<file path="config.mk">
export PLATFORM = sky130hd
export DESIGN_NAME = mem_arbiter_flat
export DESIGN_NICKNAME = d
export VERILOG_FILES = /design/src/rtl/mem_arbiter_if.sv /design/src/rtl/mem_arbiter.sv /design/src/flat_wrapper.sv
export SDC_FILE = /design/constraint.sdc
export NUM_CORES = 1
export LEC_CHECK = 0
export BUFFER_PORTS_ARGS = -buffer_cell sky130_fd_sc_hd__buf_4
export CAP_MARGIN = 5
export CORE_MARGIN = 5
export CORE_UTILIZATION = 55
export DETAILED_ROUTE_END_ITERATION = 6
export GPL_ROUTABILITY_DRIVEN = 0
export GPL_TIMING_DRIVEN = 0
export PLACE_DENSITY = 0.88
export SLEW_MARGIN = 15
export SYNTH_ARGS = -nofsm -noshare
export SYNTH_HDL_FRONTEND = slang
export SYNTH_SLANG_ARGS = --single-unit
</file>
<file path="constraint.sdc">
create_clock -name clk_in -period 3.3 [get_ports clk_in]
set_input_delay 0.165 -clock clk_in [delete_from_list [all_inputs] [get_ports clk_in]]
set_output_delay 0.165 -clock clk_in [all_outputs]
set_load 0.02 [all_outputs]
</file>
<file path="src/rtl/mem_arbiter_if.sv">
// rtl/mem_arbiter_if.sv - requester, RAM port and control bundle for mem_arbiter
interface mem_arbiter_if;
    logic        rdy_in;
    logic        clear;
    logic        io_buffer_full;
    logic        inst_req;
    logic [31:0] inst_addr;
    logic        inst_valid;
    logic [31:0] inst_data;
    logic        ls_req;
    logic        ls_we;
    logic [1:0]  ls_size;
    logic [31:0] ls_addr;
    logic [31:0] ls_wdata;
    logic        ls_done;
    logic [31:0] ls_rdata;
    logic [7:0]  mem_din;
    logic [7:0]  mem_dout;
    logic [31:0] mem_a;
    logic        mem_wr;

    modport master (
        input  rdy_in, clear, io_buffer_full,
        input  inst_req, inst_addr, ls_req, ls_we, ls_size, ls_addr, ls_wdata, mem_din,
        output inst_valid, inst_data, ls_done, ls_rdata, mem_dout, mem_a, mem_wr
    );

    modport slave (
        output rdy_in, clear, io_buffer_full,
        output inst_req, inst_addr, ls_req, ls_we, ls_size, ls_addr, ls_wdata, mem_din,
        input  inst_valid, inst_data, ls_done, ls_rdata, mem_dout, mem_a, mem_wr
    );
endinterface

</file>
<file path="src/rtl/mem_arbiter.sv">
// rtl/mem_arbiter.sv - single-port byte RAM arbiter for icache fetches and LSB loads/stores
module mem_arbiter (
    input  logic           clk_in,
    input  logic           rst_in,
    mem_arbiter_if.master  bus
);
    typedef enum logic [1:0] {IDLE, FETCH, LOAD, STORE} state_t;

    state_t      state_q, state_d;
    logic [2:0]  k_q, k_d;
    logic [2:0]  n_q, n_d;
    logic [31:0] addr_q, addr_d;
    logic [31:0] wdata_q, wdata_d;
    logic        last_ls_q, last_ls_d;
    logic [31:0] buf_q, buf_d;
    logic [31:0] a_q, a_d;
    logic [7:0]  dout_q, dout_d;
    logic        wr_q, wr_d;
    logic        inst_valid_q, inst_valid_d;
    logic [31:0] inst_data_q, inst_data_d;
    logic        ls_done_q, ls_done_d;
    logic [31:0] ls_rdata_q, ls_rdata_d;

    logic        io_stall;
    logic        fetch_cand;
    logic        ls_cand;
    logic [2:0]  ls_n;
    logic [2:0]  k_inc;
    logic [1:0]  cap_idx;
    logic [31:0] a_next;

    // A store to the UART window waits while its buffer is full; clear only kills speculative reads.
    assign io_stall   = bus.ls_we && (bus.ls_addr[17:16] == 2'b11) && bus.io_buffer_full;
    assign fetch_cand = bus.inst_req && !bus.clear;
    assign ls_cand    = bus.ls_req && !io_stall && (bus.ls_we || !bus.clear);
    assign ls_n       = (bus.ls_size == 2'd0) ? 3'd1 : (bus.ls_size == 2'd1) ? 3'd2 : 3'd4;
    assign k_inc      = k_q + 3'd1;
    assign cap_idx    = k_q[1:0] - 2'd1;
    assign a_next     = addr_q + {29'd0, k_inc};

    always_comb begin
        state_d      = state_q;
        k_d          = k_q;
        n_d          = n_q;
        addr_d       = addr_q;
        wdata_d      = wdata_q;
        last_ls_d    = last_ls_q;
        buf_d        = buf_q;
        a_d          = a_q;
        dout_d       = dout_q;
        wr_d         = wr_q;
        inst_valid_d = 1'b0;
        inst_data_d  = inst_data_q;
        ls_done_d    = 1'b0;
        ls_rdata_d   = ls_rdata_q;
        case (state_q)
            IDLE: begin
                if (fetch_cand && (!ls_cand || last_ls_q)) begin
                    state_d   = FETCH;
                    last_ls_d = 1'b0;
                    addr_d    = bus.inst_addr;
                    n_d       = 3'd4;
                    k_d       = 3'd0;
                    a_d       = bus.inst_addr;
                    buf_d     = 32'd0;
                end else if (ls_cand) begin
                    last_ls_d = 1'b1;
                    addr_d    = bus.ls_addr;
                    wdata_d   = bus.ls_wdata;
                    n_d       = ls_n;
                    k_d       = 3'd0;
                    a_d       = bus.ls_addr;
                    buf_d     = 32'd0;
                    if (bus.ls_we) begin
                        state_d = STORE;
                        dout_d  = bus.ls_wdata[7:0];
                        wr_d    = 1'b1;
                    end else begin
                        state_d = LOAD;
                    end
                end
            end
            FETCH, LOAD: begin
                if (bus.clear) begin
                    state_d = IDLE;
                    k_d     = 3'd0;
                    a_d     = 32'd0;
                end else begin
                    // Byte k-1 arrives on mem_din while address k is presented.
                    if (k_q != 3'd0) begin
                        buf_d[{cap_idx, 3'b000} +: 8] = bus.mem_din;
                    end
                    a_d = (k_inc < n_q) ? a_next : 32'd0;
                    k_d = k_inc;
                    if (k_q == n_q) begin
                        state_d = IDLE;
                        k_d     = 3'd0;
                        if (state_q == FETCH) begin
                            inst_valid_d = 1'b1;
                            inst_data_d  = buf_d;
                        end else begin
                            ls_done_d  = 1'b1;
                            ls_rdata_d = buf_d;
                        end
                    end
                end
            end
            STORE: begin
                if (k_inc < n_q) begin
                    k_d    = k_inc;
                    a_d    = a_next;
                    dout_d = wdata_q[{k_inc[1:0], 3'b000} +: 8];
                end else begin
                    state_d   = IDLE;
                    k_d       = 3'd0;
                    a_d       = 32'd0;
                    dout_d    = 8'd0;
                    wr_d      = 1'b0;
                    ls_done_d = 1'b1;
                end
            end
            default: state_d = IDLE;
        endcase
    end

    always_ff @(posedge clk_in or negedge rst_in) begin
        if (!rst_in) begin
            state_q      <= IDLE;
            k_q          <= 3'd0;
            n_q          <= 3'd0;
            addr_q       <= 32'd0;
            wdata_q      <= 32'd0;
            last_ls_q    <= 1'b1;
            buf_q        <= 32'd0;
            a_q          <= 32'd0;
            dout_q       <= 8'd0;
            wr_q         <= 1'b0;
            inst_valid_q <= 1'b0;
            inst_data_q  <= 32'd0;
            ls_done_q    <= 1'b0;
            ls_rdata_q   <= 32'd0;
        end else if (bus.rdy_in) begin
            state_q      <= state_d;
            k_q          <= k_d;
            n_q          <= n_d;
            addr_q       <= addr_d;
            wdata_q      <= wdata_d;
            last_ls_q    <= last_ls_d;
            buf_q        <= buf_d;
            a_q          <= a_d;
            dout_q       <= dout_d;
            wr_q         <= wr_d;
            inst_valid_q <= inst_valid_d;
            inst_data_q  <= inst_data_d;
            ls_done_q    <= ls_done_d;
            ls_rdata_q   <= ls_rdata_d;
        end
    end

    assign bus.mem_a      = a_q;
    assign bus.mem_dout   = dout_q;
    assign bus.mem_wr     = wr_q && bus.rdy_in;
    assign bus.inst_valid = inst_valid_q;
    assign bus.inst_data  = inst_data_q;
    assign bus.ls_done    = ls_done_q;
    assign bus.ls_rdata   = ls_rdata_q;
endmodule
</file>
<file path="src/flat_wrapper.sv">
// flat-port wrapper written by rule: the top's interface ports become plain ports
module mem_arbiter_flat 
  (clk_in, rst_in, bus_rdy_in, bus_clear, bus_io_buffer_full, bus_inst_req, bus_inst_addr, bus_ls_req, bus_ls_we, bus_ls_size, bus_ls_addr, bus_ls_wdata, bus_mem_din, bus_inst_valid, bus_inst_data, bus_ls_done, bus_ls_rdata, bus_mem_dout, bus_mem_a, bus_mem_wr);
  mem_arbiter_if bus_i ();
  input  logic clk_in;
  input  logic rst_in;
  input wire logic [$bits(bus_i.rdy_in)-1:0] bus_rdy_in;
  input wire logic [$bits(bus_i.clear)-1:0] bus_clear;
  input wire logic [$bits(bus_i.io_buffer_full)-1:0] bus_io_buffer_full;
  input wire logic [$bits(bus_i.inst_req)-1:0] bus_inst_req;
  input wire logic [$bits(bus_i.inst_addr)-1:0] bus_inst_addr;
  input wire logic [$bits(bus_i.ls_req)-1:0] bus_ls_req;
  input wire logic [$bits(bus_i.ls_we)-1:0] bus_ls_we;
  input wire logic [$bits(bus_i.ls_size)-1:0] bus_ls_size;
  input wire logic [$bits(bus_i.ls_addr)-1:0] bus_ls_addr;
  input wire logic [$bits(bus_i.ls_wdata)-1:0] bus_ls_wdata;
  input wire logic [$bits(bus_i.mem_din)-1:0] bus_mem_din;
  output wire logic [$bits(bus_i.inst_valid)-1:0] bus_inst_valid;
  output wire logic [$bits(bus_i.inst_data)-1:0] bus_inst_data;
  output wire logic [$bits(bus_i.ls_done)-1:0] bus_ls_done;
  output wire logic [$bits(bus_i.ls_rdata)-1:0] bus_ls_rdata;
  output wire logic [$bits(bus_i.mem_dout)-1:0] bus_mem_dout;
  output wire logic [$bits(bus_i.mem_a)-1:0] bus_mem_a;
  output wire logic [$bits(bus_i.mem_wr)-1:0] bus_mem_wr;
  assign bus_i.rdy_in = bus_rdy_in;
  assign bus_i.clear = bus_clear;
  assign bus_i.io_buffer_full = bus_io_buffer_full;
  assign bus_i.inst_req = bus_inst_req;
  assign bus_i.inst_addr = bus_inst_addr;
  assign bus_i.ls_req = bus_ls_req;
  assign bus_i.ls_we = bus_ls_we;
  assign bus_i.ls_size = bus_ls_size;
  assign bus_i.ls_addr = bus_ls_addr;
  assign bus_i.ls_wdata = bus_ls_wdata;
  assign bus_i.mem_din = bus_mem_din;
  assign bus_inst_valid = bus_i.inst_valid;
  assign bus_inst_data = bus_i.inst_data;
  assign bus_ls_done = bus_i.ls_done;
  assign bus_ls_rdata = bus_i.ls_rdata;
  assign bus_mem_dout = bus_i.mem_dout;
  assign bus_mem_a = bus_i.mem_a;
  assign bus_mem_wr = bus_i.mem_wr;
  mem_arbiter u_core (.clk_in(clk_in), .rst_in(rst_in), .bus(bus_i));
endmodule
</file>
==> impl_metrics.toml <==
[pwr]
clkPwrFrac_pct = 21.2
p_leak_nw = 6.19
netSwitchingFraction_pct = 38.2
p_comb_share_pct = 42.0
powerDensity_nw_per_um2 = 914
internal-power_mw = 7.59
ir_worst_vdd_mv = 0.491
switching_power_mw = 4.70
seq_power_share_pct = 36.8

[worst_setup_path]
crit_path_end_kind = "flip-flop"
worst_r2r_startpoint = "u_core.k_q[0]"
crit_arrival_ps = 3550
critical_path.max_stage_delay_ps = 530
crit_chain = "inv_1, ha_1, ha_1, nor2b_1, o21a_1, nor3_2, and2_1, buf_2, a221o_1"
r2r_slack_ps = 190
path_buf_inv = 2
critical_path.max_fanout = 10
crit_family = "simple AND/OR/NAND/NOR gates"
required_ps = 3740
crit_path_start_kind = "flip-flop"
worst_path_most_repeated_cell = "ha_1"
startpoint = "u_core.k_q[0]"
cp_slowest_cell = "ha_1"
critical_path_class = "reg2reg"

[global_routing]
grt_use_met3_pct = 4.47
grt_pass1_vias = 8835
grt_antenna_before_repair = 1
grt.busiest_layer = "met2"
grt_pass1_wl_mm = 46.1
grt_util_all_layers_pct = 26.0
gr-usage-met2_pct = 43.1
overflow = 0
grt_max_degree = 107
use_met1_pct = 35.0

[yosys]
syn_inst = 917
ys_ff_latch = 212
synth_edf_count = 0
synth_cell_types = 59
syn_area_sq_um = 10300
yosysWarnings = 0
syn_nets = 1049
ys_seq_area_share_pct = 51.5
synthFlopType = "dfrtp_1"
synthArstFlopShare_pct = 100
avgSynthCellArea_sq_um = 11.2

[floorplanning]
ioPinCount = 221
num_rows = 50
start_util_pct = 55.4
core-area_sq_um = 18600
fp.dieH_um = 147
die_w_um = 147
die-area_sq_um = 21600

[cts]
cts_buffers = 23
cts_sinks = 212
cts_setup_buffers = 0
root_buffer = "clkbuf_16"
clkLatencyLatePin_ps = 510
h-tree-depth = 1
clock_path_buffers = 3
clk_pin_slew_worst_paths_ps = 60
cts_tree = "done"

[sta]
hold_viol_final = 0
drv_slew = 0
setup_viol = 0
worst_slew_pin_slew_ps = 893
fin_crit_ps = 3110
holdWs_ps = 14.0
fmaxAchievable_mhz = 322
finalClockSkew_ps = 12.0
setup_tns_ps = 0
rsz0062_at_grt = "true"
relSlewSlack_pct = 40.3
finalCritPeriodShare_pct = 94.2

[routing]
vias = 8722
drt.antenna.violating_nets = 0
routed_wl_mm = 28.6
avgViaCountPerCell = 6.02
post_drt_wl_per_cell_um = 19.7
drtIter0Drc = 745
dr.pass1.iters = 5
drc_errors = 0

[finish]
area_growth_syn_to_layout_pct = 30.6
drive_gt1_share_pct = 29.7
fin_util_pct = 72.4
num-nets-final = 1329
layout_common_cells = "buf_4, dfrtp_1, nor2_1"

[place]
hpwl_mm = 19.7
io_buffers = 211

[status]
status = "finished clean"

[min_path]
hold_path.class = "in2reg"
min_from = "bus_ls_addr[29]"

[job]
drv_cap = 0
worst min-delay path, stage by stage:
cell,delay [ps]
buf_4,80
mux2i_1,70
o21ai_0,160
sequential cells by signal, indices dropped and copies added, names as in the netlist, 8 cells and up:
register and flops:
u_core.bus.mem_dout 8, u_core.addr_q 32, u_core.bus.ls_rdata 32, u_core.buf_q 32
u_core.wdata_q 32, u_core.bus.mem_a 32, u_core.bus.inst_data 32
power by group through the flow:
stage	Clock, mW	Combinational [mW]	Sequential [mW]
detailed placement	0	5.07	4.53
floorplan	0	2.71	5.00
finish	2.61	5.17	4.52
global route	2.73	5.60	4.65
CTS	2.62	5.15	4.50
global placement	0	4.92	4.48
cells by family after synthesis:
| logic type | count (synthesis) | synth area share (%) |
|---|---|---|
| compound gates | 273 | 20.3 |
| simple gates | 217 | 10.2 |
| flops | 212 | 51.5 |
| buf+inv | 86 | 3.82 |
| mux | 78 | 9.01 |
| xor+xnor | 33 | 2.81 |
| fa+ha+maj | 18 | 2.26 |
what timing repair did:
item / CTS / global route
setup endpoints to repair: 13 / 18
hold buffers: 42 / 0
gates cloned: 0 / 0
pin swaps: 0 / 0
resized for setup: 1 / 1
hold endpoints to repair: 145 / 0
layout make-up:
class	instances	area [sq um]
clock buffer	34	677
multi-input combinational	619	4620
fill	1232	5130
timing repair buffer	255	2070
inverter	19	71.3
sequential	212	5310
clock inverter	7	91.3
buffer	67	323
antenna	2	5.00
tap	234	293
worst paths after layout:
check	end	depth (start not counted)
min in group asynchronous	u_core.bus.ls_rdata[13]	2
hold / removal	u_core.addr_q[29]	3
hold reg to reg	u_core.bus.mem_dout[6]	2
setup reg to reg	u_core.bus.mem_a[7]	9
max in group asynchronous	u_core.last_ls_q	4
setup / recovery	u_core.bus.mem_a[7]	9
through the flow:
step,instance area [sq um],power (mW),setup WS (ps),std cells
4_1_cts,13400,12.3,254,1447
3_3_place_gp,12200,9.39,52.5,1362
5_1_grt,13400,13.0,-11.4,1448
2_1_floorplan,10300,7.71,655,917
3_5_place_dp,12200,9.60,-17.1,1364
6_report,13400,12.3,193,1449
layer usage:
| layer | vias to the layer above | share of wire [%] |
|---|---|---|
| met5 | - | 0 |
| met4 | 0 | 3.3 |
| met3 | 60 | 7.1 |
| met2 | 389 | 49 |
| met1 | 4290 | 40 |
| li1 | 3983 | - |
cells in the mapped netlist (17+ instances only):
master	n	share of area, %
a21o_1	24	1.8
a21oi_1	37	1.8
a21oi_2	29	2.5
a221o_1	20	1.9
a22oi_1	32	2.3
a32oi_1	32	2.7
buf_2	17	0.83
clkbuf_1	42	1.5
dfrtp_1	211	51
ha_1	17	2.1
inv_1	18	0.66
mux2_2	37	4.0
mux2i_1	33	3.2
nand2_1	44	1.6
nor2_1	94	3.4
o21ai_0	25	1.2
o2bb2ai_1	36	3.1
xnor2_1	21	1.8
Power figures use the tool's default switching activity.
